File: config.mk
export PLATFORM = sky130hd
export DESIGN_NAME = zl_uart_host
export DESIGN_NICKNAME = d
export VERILOG_FILES = /design/src/rtl/zl_uart_pkg.sv /design/src/rtl/zl_sync2.sv /design/src/rtl/zl_uart_host.sv
export SDC_FILE = /design/constraint.sdc
export NUM_CORES = 1
export LEC_CHECK = 0
export CORE_MARGIN = 2
export CORE_UTILIZATION = 30
export DETAILED_ROUTE_END_ITERATION = 8
export SKIP_LAST_GASP = 1
export SYNTH_ARGS = -nofsm -noshare
export SYNTH_HDL_FRONTEND = slang
export SYNTH_SLANG_ARGS = --single-unit
export TNS_END_PERCENT = 100
File: constraint.sdc
create_clock -name clk -period 2.46 [get_ports clk]
set_clock_uncertainty 0.05 [all_clocks]
set_input_delay 0.369 -clock clk [delete_from_list [all_inputs] [get_ports clk]]
set_output_delay 0.369 -clock clk [all_outputs]
set_load 0.01 [all_outputs]
File: src/rtl/zl_uart_pkg.sv
// zl_uart_pkg: shared state encoding, frame constants and responder register map for the zl_uart link.
package zl_uart_pkg;
    typedef enum logic [2:0] {
        S_IDLE, S_ADDR, S_GAP, S_WDATA, S_STOP, S_RWAIT, S_RDATA, S_RESP
    } state_t;
    localparam int FRAME_BITS = 8;
    localparam int RW_BIT     = 0;
    localparam logic [6:0] REG_SIG_HI  = 7'd0;
    localparam logic [6:0] REG_SIG_LO  = 7'd1;
    localparam logic [6:0] REG_SCRATCH = 7'd2;
    localparam logic [6:0] REG_LED     = 7'd3;
    localparam logic [6:0] REG_INPUT   = 7'd4;
    localparam logic [15:0] SIGNATURE  = 16'hDEDA;
    function automatic logic [7:0] addr_byte(input logic [6:0] addr, input logic write);
        addr_byte = {addr, 1'b0};
        addr_byte[RW_BIT] = write;
    endfunction
endpackage

File: src/rtl/zl_sync2.sv
// zl_sync2: two-flop synchronizer for the idle-high serial input, resets to 1.
module zl_sync2 (
    input  logic clk,
    input  logic rst_n,
    input  logic d,
    output logic q
);
    logic meta;
    always_ff @(posedge clk or negedge rst_n)
        if (!rst_n) {q, meta} <= 2'b11;
        else        {q, meta} <= {meta, d};
endmodule

File: src/rtl/zl_uart_host.sv
// zl_uart_host: register-link initiator; sends address/write-data frames on tx, collects read replies from rx.
// Defining ZL_UART_HOST_RDTIMEOUT_EN adds the read-reply timeout and rsp_err.
module zl_uart_host
    import zl_uart_pkg::*;
#(
    parameter int GAP_CYCLES = 2,
    parameter int RD_TIMEOUT = 32
) (
    input  logic       clk,
    input  logic       rst_n,
    input  logic       cmd_valid,
    output logic       cmd_ready,
    input  logic       cmd_write,
    input  logic [6:0] cmd_addr,
    input  logic [7:0] cmd_wdata,
    output logic       rsp_valid,
    output logic [7:0] rsp_rdata,
    output logic       rsp_err,
    output logic       busy,
    output logic       tx,
    input  logic       rx
);
    if (GAP_CYCLES < 1 || GAP_CYCLES > 200 || RD_TIMEOUT < 2 || RD_TIMEOUT > 255) begin : g_bad_param
        $error("zl_uart_host: GAP_CYCLES or RD_TIMEOUT out of range");
    end

    state_t      state, state_n;
    logic [3:0]  bcnt;
    logic [7:0]  wcnt;
    logic [15:0] sh;
    logic        wr, rx_s, tx_n, frame_end, timeout, bit_run, wait_run;

    zl_sync2 u_sync (.clk(clk), .rst_n(rst_n), .d(rx), .q(rx_s));

    assign cmd_ready = state == S_IDLE;
    assign busy      = !cmd_ready;
    assign rsp_valid = state == S_STOP || state == S_RESP;
    assign frame_end = bcnt == 4'(FRAME_BITS);
    assign bit_run   = state == S_ADDR || state == S_WDATA || state == S_RDATA;
`ifdef ZL_UART_HOST_RDTIMEOUT_EN
    assign timeout   = wcnt == 8'(RD_TIMEOUT - 1);
    assign wait_run  = state == S_GAP || state == S_RWAIT;
`else
    assign timeout   = 1'b0;
    assign wait_run  = state == S_GAP;
`endif

    always_ff @(posedge clk or negedge rst_n)
        if (!rst_n) state <= S_IDLE;
        else        state <= state_n;

    always_comb begin
        state_n = state;
        case (state)
            S_IDLE:  state_n = cmd_valid ? S_ADDR : S_IDLE;
            S_ADDR:  state_n = !frame_end ? S_ADDR : wr ? S_GAP : S_RWAIT;
            S_GAP:   state_n = wcnt == 8'(GAP_CYCLES - 1) ? S_WDATA : S_GAP;
            S_WDATA: state_n = frame_end ? S_STOP : S_WDATA;
            S_RWAIT: state_n = !rx_s ? S_RDATA : timeout ? S_RESP : S_RWAIT;
            S_RDATA: state_n = bcnt == 4'(FRAME_BITS - 1) ? S_RESP : S_RDATA;
            default: state_n = S_IDLE;
        endcase
    end

    // Start bits are launched one cycle ahead so tx stays a pure register.
    assign tx_n = (state == S_IDLE && cmd_valid) || (state == S_GAP && state_n == S_WDATA) ? 1'b0 :
                  (state == S_ADDR || state == S_WDATA) && !frame_end ? sh[15] : 1'b1;

    always_ff @(posedge clk or negedge rst_n)
        if (!rst_n) begin
            tx        <= 1'b1;
            bcnt      <= '0;
            wcnt      <= '0;
            sh        <= '0;
            wr        <= 1'b0;
            rsp_rdata <= '0;
        end else begin
            tx   <= tx_n;
            bcnt <= state_n != state ? 4'd0 : bcnt + 4'(bit_run);
            wcnt <= state_n != state ? 8'd0 : wcnt + 8'(wait_run);
            if (state == S_IDLE && cmd_valid) begin
                sh <= {addr_byte(cmd_addr, cmd_write), cmd_wdata};
                wr <= cmd_write;
            end else if ((state == S_ADDR || state == S_WDATA) && !frame_end)
                sh <= {sh[14:0], 1'b0};
            else if (state == S_RDATA)
                sh[7:0] <= {sh[6:0], rx_s};
            if (state_n == S_STOP || state_n == S_RESP)
                rsp_rdata <= state == S_RDATA ? {sh[6:0], rx_s} : 8'd0;
        end

`ifdef ZL_UART_HOST_RDTIMEOUT_EN
    always_ff @(posedge clk or negedge rst_n)
        if (!rst_n) rsp_err <= 1'b0;
        else if (state_n == S_STOP || state_n == S_RESP) rsp_err <= state == S_RWAIT;
`else
    assign rsp_err = 1'b0;
`endif
endmodule

# After elaboration in Yosys (flattened, before gate mapping)
# Index checks and enable logic that the tools add are counted.
# word_totals
ff_bits	43
word_cells	56
# classes
reduce_logical	13
addsub	2
muxes	17
n_eq_ne	14
# op_table
cell	n
2-to-1 mux 8 bit	5
equality test 3 bit, second input constant	6
case mux 3 bit (6 select lines)	1
2-to-1 mux 16 bit	1
equality test 3 x 2 -> 1 bit, second input constant	3
2-to-1 mux 3 bit	3
adder 8 x 1 -> 8 bit	1
equality test 8 x 1 -> 1 bit, second input constant	1
logical OR 1 bit	5
2-to-1 mux 1 bit	5
adder 4 x 1 -> 4 bit	1
equality test 4 x 3 -> 1 bit, second input constant	1
equality test 4 bit, second input constant	1
2-to-1 mux 4 bit	1
equality test 3 x 1 -> 1 bit, second input constant	1
logical AND 1 bit	3
zero test 3 bit	1
!= test 3 bit	1
nonzero test 3 bit	1
zero test 1 bit	2
2-to-1 mux 2 bit	1
nonzero test 2 bit	1

# Logic depth before layout (Yosys ltp)
# Gate-level depths: netlist (run 1).
# logic_depth
depth_word	7
depth_mapped	9
mapped_depth_nobuf	7

# By module
# Synthesis (run 1) repeated with hierarchy kept, for this count alone.
# hier_totals
cells_unflattened	208
hier_area_um2	2102.0
# by_module_without_submodules
mod	area_per_inst_um2	seq_area_each_um2	cells_each	n_inst
zl_uart_host	2049.5	1027.2	206	1
zl_sync2	52.6	52.6	2	1

# Least setup slack after synthesis (run 1)
# OpenSTA, ideal clock, no wires.
# synth_path
path_kind	reg2reg
startpoint	register bcnt[0]
endpoint	register wcnt[7]
setup_ps	119
arrival_time_ps	2137
path_stages_with_launch	8
path_slack_ps	154
n_path_buf	1
path_cell_list	dfrtp_1 -> nor4b_4 -> nor2_4 -> a2111oi_4 -> inv_2 -> mux2i_2 -> buf_4 -> nor2_1
# synth_between
elab_chain_cells	5
# synth_lines
element	line	text
from (decl)	zl_uart_host.sv:28	logic [3:0] bcnt;
from (signal assigned)	zl_uart_host.sv:79	bcnt <= state_n != state ? 4'd0 : bcnt + 4'(bit_run);
equality test 4 x 3 -> 1 bit or equality test 4 bit (tied branches)	zl_uart_host.sv:60, zl_uart_host.sv:38	
2-to-1 mux 1 bit, or another cell as far along	zl_uart_host.sv:60	S_RDATA: state_n = bcnt == 4'(FRAME_BITS - 1) ? S_RESP : S_RDATA;
case mux 3 bit (6 select lines) *	zl_uart_host.sv:54	case (state)
via state_n[0]	zl_uart_host.sv:27	state_t state, state_n;
!= test 3 bit *	zl_uart_host.sv:80	wcnt <= state_n != state ? 8'd0 : wcnt + 8'(wait_run);
2-to-1 mux 8 bit *	zl_uart_host.sv:80	
to (signal assigned)	zl_uart_host.sv:80	
to (decl)	zl_uart_host.sv:29	logic [7:0] wcnt;
# The timed path passes the listed nets; every way through them passes the cells marked *.
# A chain may end at the register's enable or synchronous reset.

# Worst setup path after layout (run 1)
# layout_path
startpoint	register bcnt[1]
endpoint	register rsp_rdata[1]
# layout_between
elab_chain_cells	5
# layout_lines
element	line	text
equality test 4 x 3 -> 1 bit or equality test 4 bit (tied branches)	zl_uart_host.sv:60, zl_uart_host.sv:38	
2-to-1 mux 1 bit, or another cell as far along	zl_uart_host.sv:60	
case mux 3 bit (6 select lines) *	zl_uart_host.sv:54	
via state_n[0]	zl_uart_host.sv:27	
equality test 3 bit	zl_uart_host.sv:88	if (state_n == S_STOP || state_n == S_RESP)
logical OR 1 bit *	zl_uart_host.sv:88	
to (signal assigned)	zl_uart_host.sv:89	rsp_rdata <= state == S_RDATA ? {sh[6:0], rx_s} : 8'd0;
to (decl)	zl_uart_host.sv:17	output logic [7:0] rsp_rdata,
# Marks and branches as above.

==> summary.md, run 1 <==
| Metric | Value |
|---|---|
| Max transition margin | `64.67%` |
| Synthesis-stage register bit count | `43` |
| Clock-pin slew on the worst setup and hold paths | `0.08 ns` |
| WP buf/inv | `1` |
| Synth Cell Area | `0.002086 mm^2` |
| Share of flip-flops with an asynchronous set or reset | `100.0%` |
| Max Slew Vio Count | `0` |
| Worst-Skew Late Latency | `0.30 ns` |
| RR Endpoint | `rsp_rdata[1]` |
| Cell Count, Final, Fillers Out | `310` |
| Synth unique cells | `40` |
| Synth Net Count | `218` |
| Reg-to-reg startpoint | `bcnt[1]` |
| Top Family by Delay on Critical Path | `compound AO/OA/AOI/OAI gates` |
| Fin crit period | `2.221 ns` |
| Min-delay worst type | `flip-flop to flip-flop` |
| Hold depth | `0` |
| Total number of vias | `1,507` |
| Max-cap violations | `0` |
| CTS sink cnt | `43` |
| Combinational power share | `37.4%` |
| Buffers on Ports | `31` |
| CP arrival | `2.39 ns` |
| Post-CTS setup repair buffer count | `0` |
| Sw Pwr | `929.9 uW` |
| Setup_tns | `0 ns` |
| FP Rows | `30` |
| Leak | `0.001056 uW` |
| Total grt overflow | `0` |
| Worst VDD drop | `0.0004452 V` |
| Crit Path Category | `flip-flop to flip-flop` |
| Syn Area/Cell | `10.75 um^2` |
| R2R setup slack | `0.24 ns` |
| Gp weighted congestion | `0.7601` |
| Worst Path Max Fanout | `8` |
| Final period utilization | `90.28%` |
| CP Depth | `6` |
| Sw frac | `34.79%` |
| Initial Util | `30.87%` |
| DP Cell Count | `302` |
| ANT nets after route | `0` |
| Layout cell share with drive strength beyond 1 | `10.87%` |
| Initial DRC count | `72` |
| H-tree levels | `2` |
| Slowest CP cell | `nor4b_4` |
| Ys flop type | `dfrtp_1` |
| Crit end category | `flip-flop` |
| Initial antenna violation count | `0` |
| P_int | `1743 uW` |
| First-pass GRT wire length | `7120 um` |
| Sequential share of the synthesized area | `51.77%` |
| Die height | `87.38 um` |
| Clock power share | `19.8%` |
| Drt total wl | `4160 um` |
| Drt via density | `4.861` |
| Reg2Reg Depth | `6` |
| CTS tree | `yes` |
| Status | `complete, no violations` |
| Area Overhead vs Synth | `25.38%` |
| Cell Pwr Density | `1022 mW/mm^2` |
| Syn. warnings | `0` |
| Die Area | `0.007635 mm^2` |
| Wire per inst | `13.42 um` |
| Slowest stage delay, CP | `0.54 ns` |
| Worst Tran Pin Value | `0.5278 ns` |
| HPWL after DPL | `2981 um` |
| ANT cells | `0` |
| Required time worst endpoint | `2.62 ns` |
| Crit-path cells | `nor4b_4, nor2_4, a2111oi_4, inv_2, o21ai_2, o2bb2ai_1` |
| Startpoint Class | `flip-flop` |
| Fin nets | `254` |
| Total iterations of the first detailed-routing run | `5` |
| Root Driver | `clkbuf_8` |
| EDFF count, synth | `0` |
| Ports | `33` |
| Worst hold endpoint | `u_sync.q` |
| Global Route Usage Sum | `12.04%` |
| Largest net degree at the start of global routing | `30` |
| DRC viols | `0` |
| Core footprint | `0.006756 mm^2` |
| Final hold violations | `0` |
| Hold Path Origin | `u_sync.meta` |
| Sequential share of power | `42.7%` |
| Chip width | `87.38 um` |
| Clk buf depth | `2` |
| Max Fclk | `450.2 MHz` |
| Util after Layout | `38.70%` |
| Final setup fails | `0` |
| CTS buffer count | `5` |
| Cells after Synth | `194` |
| RSZ-0062 raised after global routing | `no` |
| Vias in the first global route | `1,501` |
## stage by stage
| stage | instance area [um^2] | hold WS, ns | setup WS [ns] | total power, uW |
|---|---|---|---|---|
| floorplan | 2086 | 0.02341 | 0.1540 | 1818 |
| global placement | 2502 | 0.2505 | 0.2147 | 2148 |
| detailed placement | 2502 | 0.2495 | 0.1753 | 2170 |
| CTS | 2615 | 0.3087 | 0.2056 | 2713 |
| global route | 2615 | 0.3112 | 0.06166 | 2906 |
| finish | 2615 | 0.3081 | 0.2390 | 2673 |
## worst max path at each step
| stage | start | endpoint |
|---|---|---|
| 3_3_place_gp | cmd_valid | wcnt[6] |
| 4_1_cts | bcnt[1] | bcnt[0] |
| 6_report | bcnt[1] | rsp_rdata[1] |
| 2_1_floorplan | bcnt[0] | wcnt[7] |
| 3_5_place_dp | cmd_valid | rsp_rdata[1] |
| 5_1_grt | bcnt[0] | rsp_rdata[6] |
## logic make-up after synthesis
logic type / count (synthesis) / synth area share (%)
xor+xnor: 8 / 3.359
flops: 43 / 51.77
simple gates: 58 / 15.30
compound gates: 47 / 15.90
other cells: 1 / 0.1798
mux: 15 / 7.378
fa+ha+maj: 4 / 2.400
buf+inv: 18 / 3.719
## layer usage
layer	track usage [%]	wire, um	up-vias
li1	-	-	754
met3	3.412	167	8
met5	0	0	-
met4	4.615	72	0
met1	16.34	2003	722
met2	18.18	1916	23
## power by group through the flow
stage | Sequential, uW | Combinational (uW) | Clock (uW)
2_1_floorplan | 1090 | 728 | 0
3_3_place_gp | 1150 | 994 | 0
3_5_place_dp | 1160 | 1010 | 0
4_1_cts | 1150 | 1020 | 544
5_1_grt | 1180 | 1150 | 575
6_report | 1140 | 1000 | 531
## layout make-up
type / count / area (um^2)
clock buffer: 6 / 72.57
multi-input combinational: 133 / 934.6
tap: 80 / 100.1
timing repair buffer: 39 / 367.9
sequential: 43 / 1080
fill: 694 / 4141
clock inverter: 1 / 30.03
inverter: 8 / 30.03
## cells in the mapped netlist (all sizes together), types with 4 or more instances
library cell / number / share of area (%)
dfrtp: 40 / 48
nor2: 21 / 4.1
mux2i: 15 / 7.4
o21ai: 12 / 3.1
a21oi: 11 / 2.6
a22oi: 9 / 3.2
nand2: 9 / 1.6
inv: 8 / 1.4
o2bb2ai: 8 / 3.4
nor2b: 7 / 2.1
clkbuf: 6 / 1.1
xnor2: 5 / 2.1
buf: 4 / 1.2
ha: 4 / 2.4
## flip-flops by register name, indices dropped and copies added (netlist names)
signal	flops
sh	16
wr	1
rsp_rdata	8
u_sync.meta	1
tx	1
wcnt	8
state	3
bcnt	4
u_sync.q	1
## cells in the final DEF (no fill, tap or decap), types with 4 or more instances in the layout
cell type / netlist / layout
a21oi_1: 11 / 11
a22oi_1: 9 / 9
buf_4: 2 / 7
clkbuf_8: 0 / 5
clkdlybuf4s50_1: 0 / 30
dfrtp_1: 40 / 40
ha_1: 4 / 4
inv_1: 7 / 7
mux2i_1: 14 / 14
nand2_1: 9 / 9
nor2_1: 20 / 20
nor2b_1: 7 / 7
o21ai_0: 11 / 11
o2bb2ai_1: 8 / 8
xnor2_1: 5 / 5
## what timing repair did
action / CTS / global route
endpoints found under the hold margin: 13 / 0
hold buffers: 1 / 0
gates resized for setup: 0 / 0
Power figures use the tool's default switching activity.
==> run 2, diff against run 1 <==
--- a/config.mk
+++ b/config.mk
@@ -8,6 +8,7 @@
 export CORE_MARGIN = 2
 export CORE_UTILIZATION = 30
 export DETAILED_ROUTE_END_ITERATION = 8
+export SETUP_SLACK_MARGIN = 0.3
 export SKIP_LAST_GASP = 1
 export SYNTH_ARGS = -nofsm -noshare
 export SYNTH_HDL_FRONTEND = slang
==> summary.md, run 2 (synthesis results as in run 1) <==
| Metric | Value |
|---|---|
| Status | `complete, no violations` |
| First-pass GRT wire length | `7141 um` |
| Most frequent cells in the layout | `38 x dfrtp_1, 30 x clkdlybuf4s50_1, 20 x nor2_1` |
| Ports | `33` |
| Largest net degree at the start of global routing | `44` |
| Most common cell after layout, fill and taps aside | `dfrtp_1` |
| Slowest stage delay, CP | `0.62 ns` |
| Max reg flops | `16` |
| Root Driver | `clkbuf_8` |
| Initial DRC count | `80` |
| CTS sink cnt | `43` |
| ANT nets after route | `0` |
| Wire per inst | `13.78 um` |
| Layout cell share with drive strength beyond 1 | `16.03%` |
| Max-cap violations | `0` |
| Most flops, register | `sh` |
| Crit Path Category | `flip-flop to output pin` |
| Final hold violations | `0` |
| ANT cells | `0` |
| Buffers on Ports | `31` |
| Sequential share of power | `42.0%` |
| Tot Pwr | `2701 uW` |
| Setup_tns | `0 ns` |
| Total number of vias | `1,553` |
| Hold Worst Slack | `0.08358 ns` |
| Max Slew Vio Count | `0` |
| Sw frac | `36.06%` |
| Worst Path Max Fanout | `15` |
| CP arrival | `1.69 ns` |
| DRC viols | `0` |
| Gp weighted congestion | `0.8250` |
| CTS tree | `yes` |
| Startpoint Class | `flip-flop` |
| Sw Pwr | `973.9 uW` |
| Initial Util | `30.87%` |
| CTS Hold Bufs | `0` |
| Max transition margin | `63.41%` |
| Top Registers | `sh: 16 flops, rsp_rdata: 8 flops, wcnt: 8 flops` |
| Max Fclk | `474.4 MHz` |
| Drt total wl | `4369 um` |
| Drt via density | `4.899` |
| H-tree levels | `2` |
| Total iterations of the first detailed-routing run | `4` |
| Fin nets | `260` |
| Slowest CP cell | `dfrtp_1` |
| Clock power share | `17.7%` |
| P_int | `1727 uW` |
| Final setup fails | `0` |
| Clk buf depth | `2` |
| FP Rows | `30` |
| Worst VDD drop | `0.0004052 V` |
| Global Route Usage Sum | `12.12%` |
| Combinational power share | `40.2%` |
| HPWL after DPL | `2932 um` |
| Clock-pin slew on the worst setup and hold paths | `0.09 ns` |
| Total grt overflow | `0` |
| Chip width | `87.38 um` |
| RSZ-0062 raised after global routing | `yes` |
| Area Overhead vs Synth | `28.19%` |
| Initial antenna violation count | `0` |
| Fin crit period | `2.108 ns` |
| CTS buffer count | `5` |
| Worst-Skew Late Latency | `0.30 ns` |
| Min-delay worst type | `primary input to async pin` |
| Cell Pwr Density | `1010 mW/mm^2` |
| Vias in the first global route | `1,480` |
| Die height | `87.38 um` |
| Crit-path cells | `and3_1, clkdlybuf4s50_1` |
| Die Area | `0.007635 mm^2` |
| Leak | `0.001083 uW` |
| Crit end category | `output pin` |
| Core footprint | `0.006756 mm^2` |
| Worst Tran Pin Value | `0.5488 ns` |
| Required time worst endpoint | `2.04 ns` |
| Final period utilization | `85.68%` |
-- run 2: worst max-delay path: cells and delay by family, from the launching register on --
family | cells | cell delay [ns]
and+or+nand+nor | 1 | 0.24
DFF | 1 | 0.62
buffers and inverters | 1 | 0.53
-- run 2: path summary, 6_finish.rpt --
check | endpoint | slack, ns | cells past startpoint | startpoint
hold / removal | wcnt[2] | 0.08 | 2 | rst_n
max in group asynchronous | state[0] | 1.87 | 2 | rst_n
setup / recovery | rsp_valid | 0.35 | 2 | state[2]
setup reg to reg | bcnt[2] | 0.41 | 7 | state[2]
hold reg to reg | u_sync.q | 0.31 | 0 | u_sync.meta
min in group clk | u_sync.q | 0.31 | 0 | u_sync.meta
-- run 2: final cells by class --
| cell class | instances | area, um^2 |
|---|---|---|
| Fill cell | 666 | 4083 |
| Sequential cell | 43 | 1082 |
| Multi-Input combinational cell | 133 | 954.7 |
| Timing Repair Buffer | 45 | 411.6 |
| Tap cell | 80 | 100.1 |
| Clock buffer | 7 | 86.33 |
| Inverter | 8 | 30.03 |
| Clock inverter | 1 | 8.758 |
-- run 2: routing by layer --
layer | part of all wire [%] | routed length (um) | up-vias | track usage, %
met5 | 0 | 0 | - | 0
met4 | 1.4 | 63 | 0 | 5.035
met3 | 3.5 | 152 | 5 | 2.844
met2 | 47 | 2061 | 30 | 18.60
met1 | 48 | 2093 | 748 | 16.42
li1 | - | - | 770 | -
-- run 2: power by group through the flow --
stage                     Clock [uW]  Sequential (uW)  Combinational (uW)
after global placement             0             1150                 993
after global routing             525             1170                1220
after CTS                        504             1150                1020
final                            479             1140                1090
after detailed placement           0             1160                1010
after floorplan                    0             1090                 727
-- run 2: timing repair --
action / 4_1_cts / 5_1_grt
setup buffers: 0 / 5
hold endpoints to repair: 0 / 0
gates cloned: 0 / 1
pin swaps: 0 / 1
endpoints found under the setup margin: 2 / 17
gates resized for setup: 2 / 4
-- run 2: per-stage QoR --
step	area, um^2	cells	util, %	setup WS [ns]
after floorplan	2086	194	-	0.2071
after global placement	2510	303	37.15	0.2265
after detailed placement	2510	303	37.15	0.1998
after CTS	2608	311	38.59	0.2987
after global routing	2674	317	39.57	0.2617
final	2674	317	39.57	0.3523
==> run 3, diff against run 2 <==
--- a/config.mk
+++ b/config.mk
@@ -7,6 +7,7 @@
 export LEC_CHECK = 0
 export CORE_MARGIN = 2
 export CORE_UTILIZATION = 30
+export CTS_CLUSTER_DIAMETER = 60
 export DETAILED_ROUTE_END_ITERATION = 8
 export SETUP_SLACK_MARGIN = 0.3
 export SKIP_LAST_GASP = 1
==> results of run 3 <==
Same layout as run 2: the final DEF is identical, and so are final timing and power.
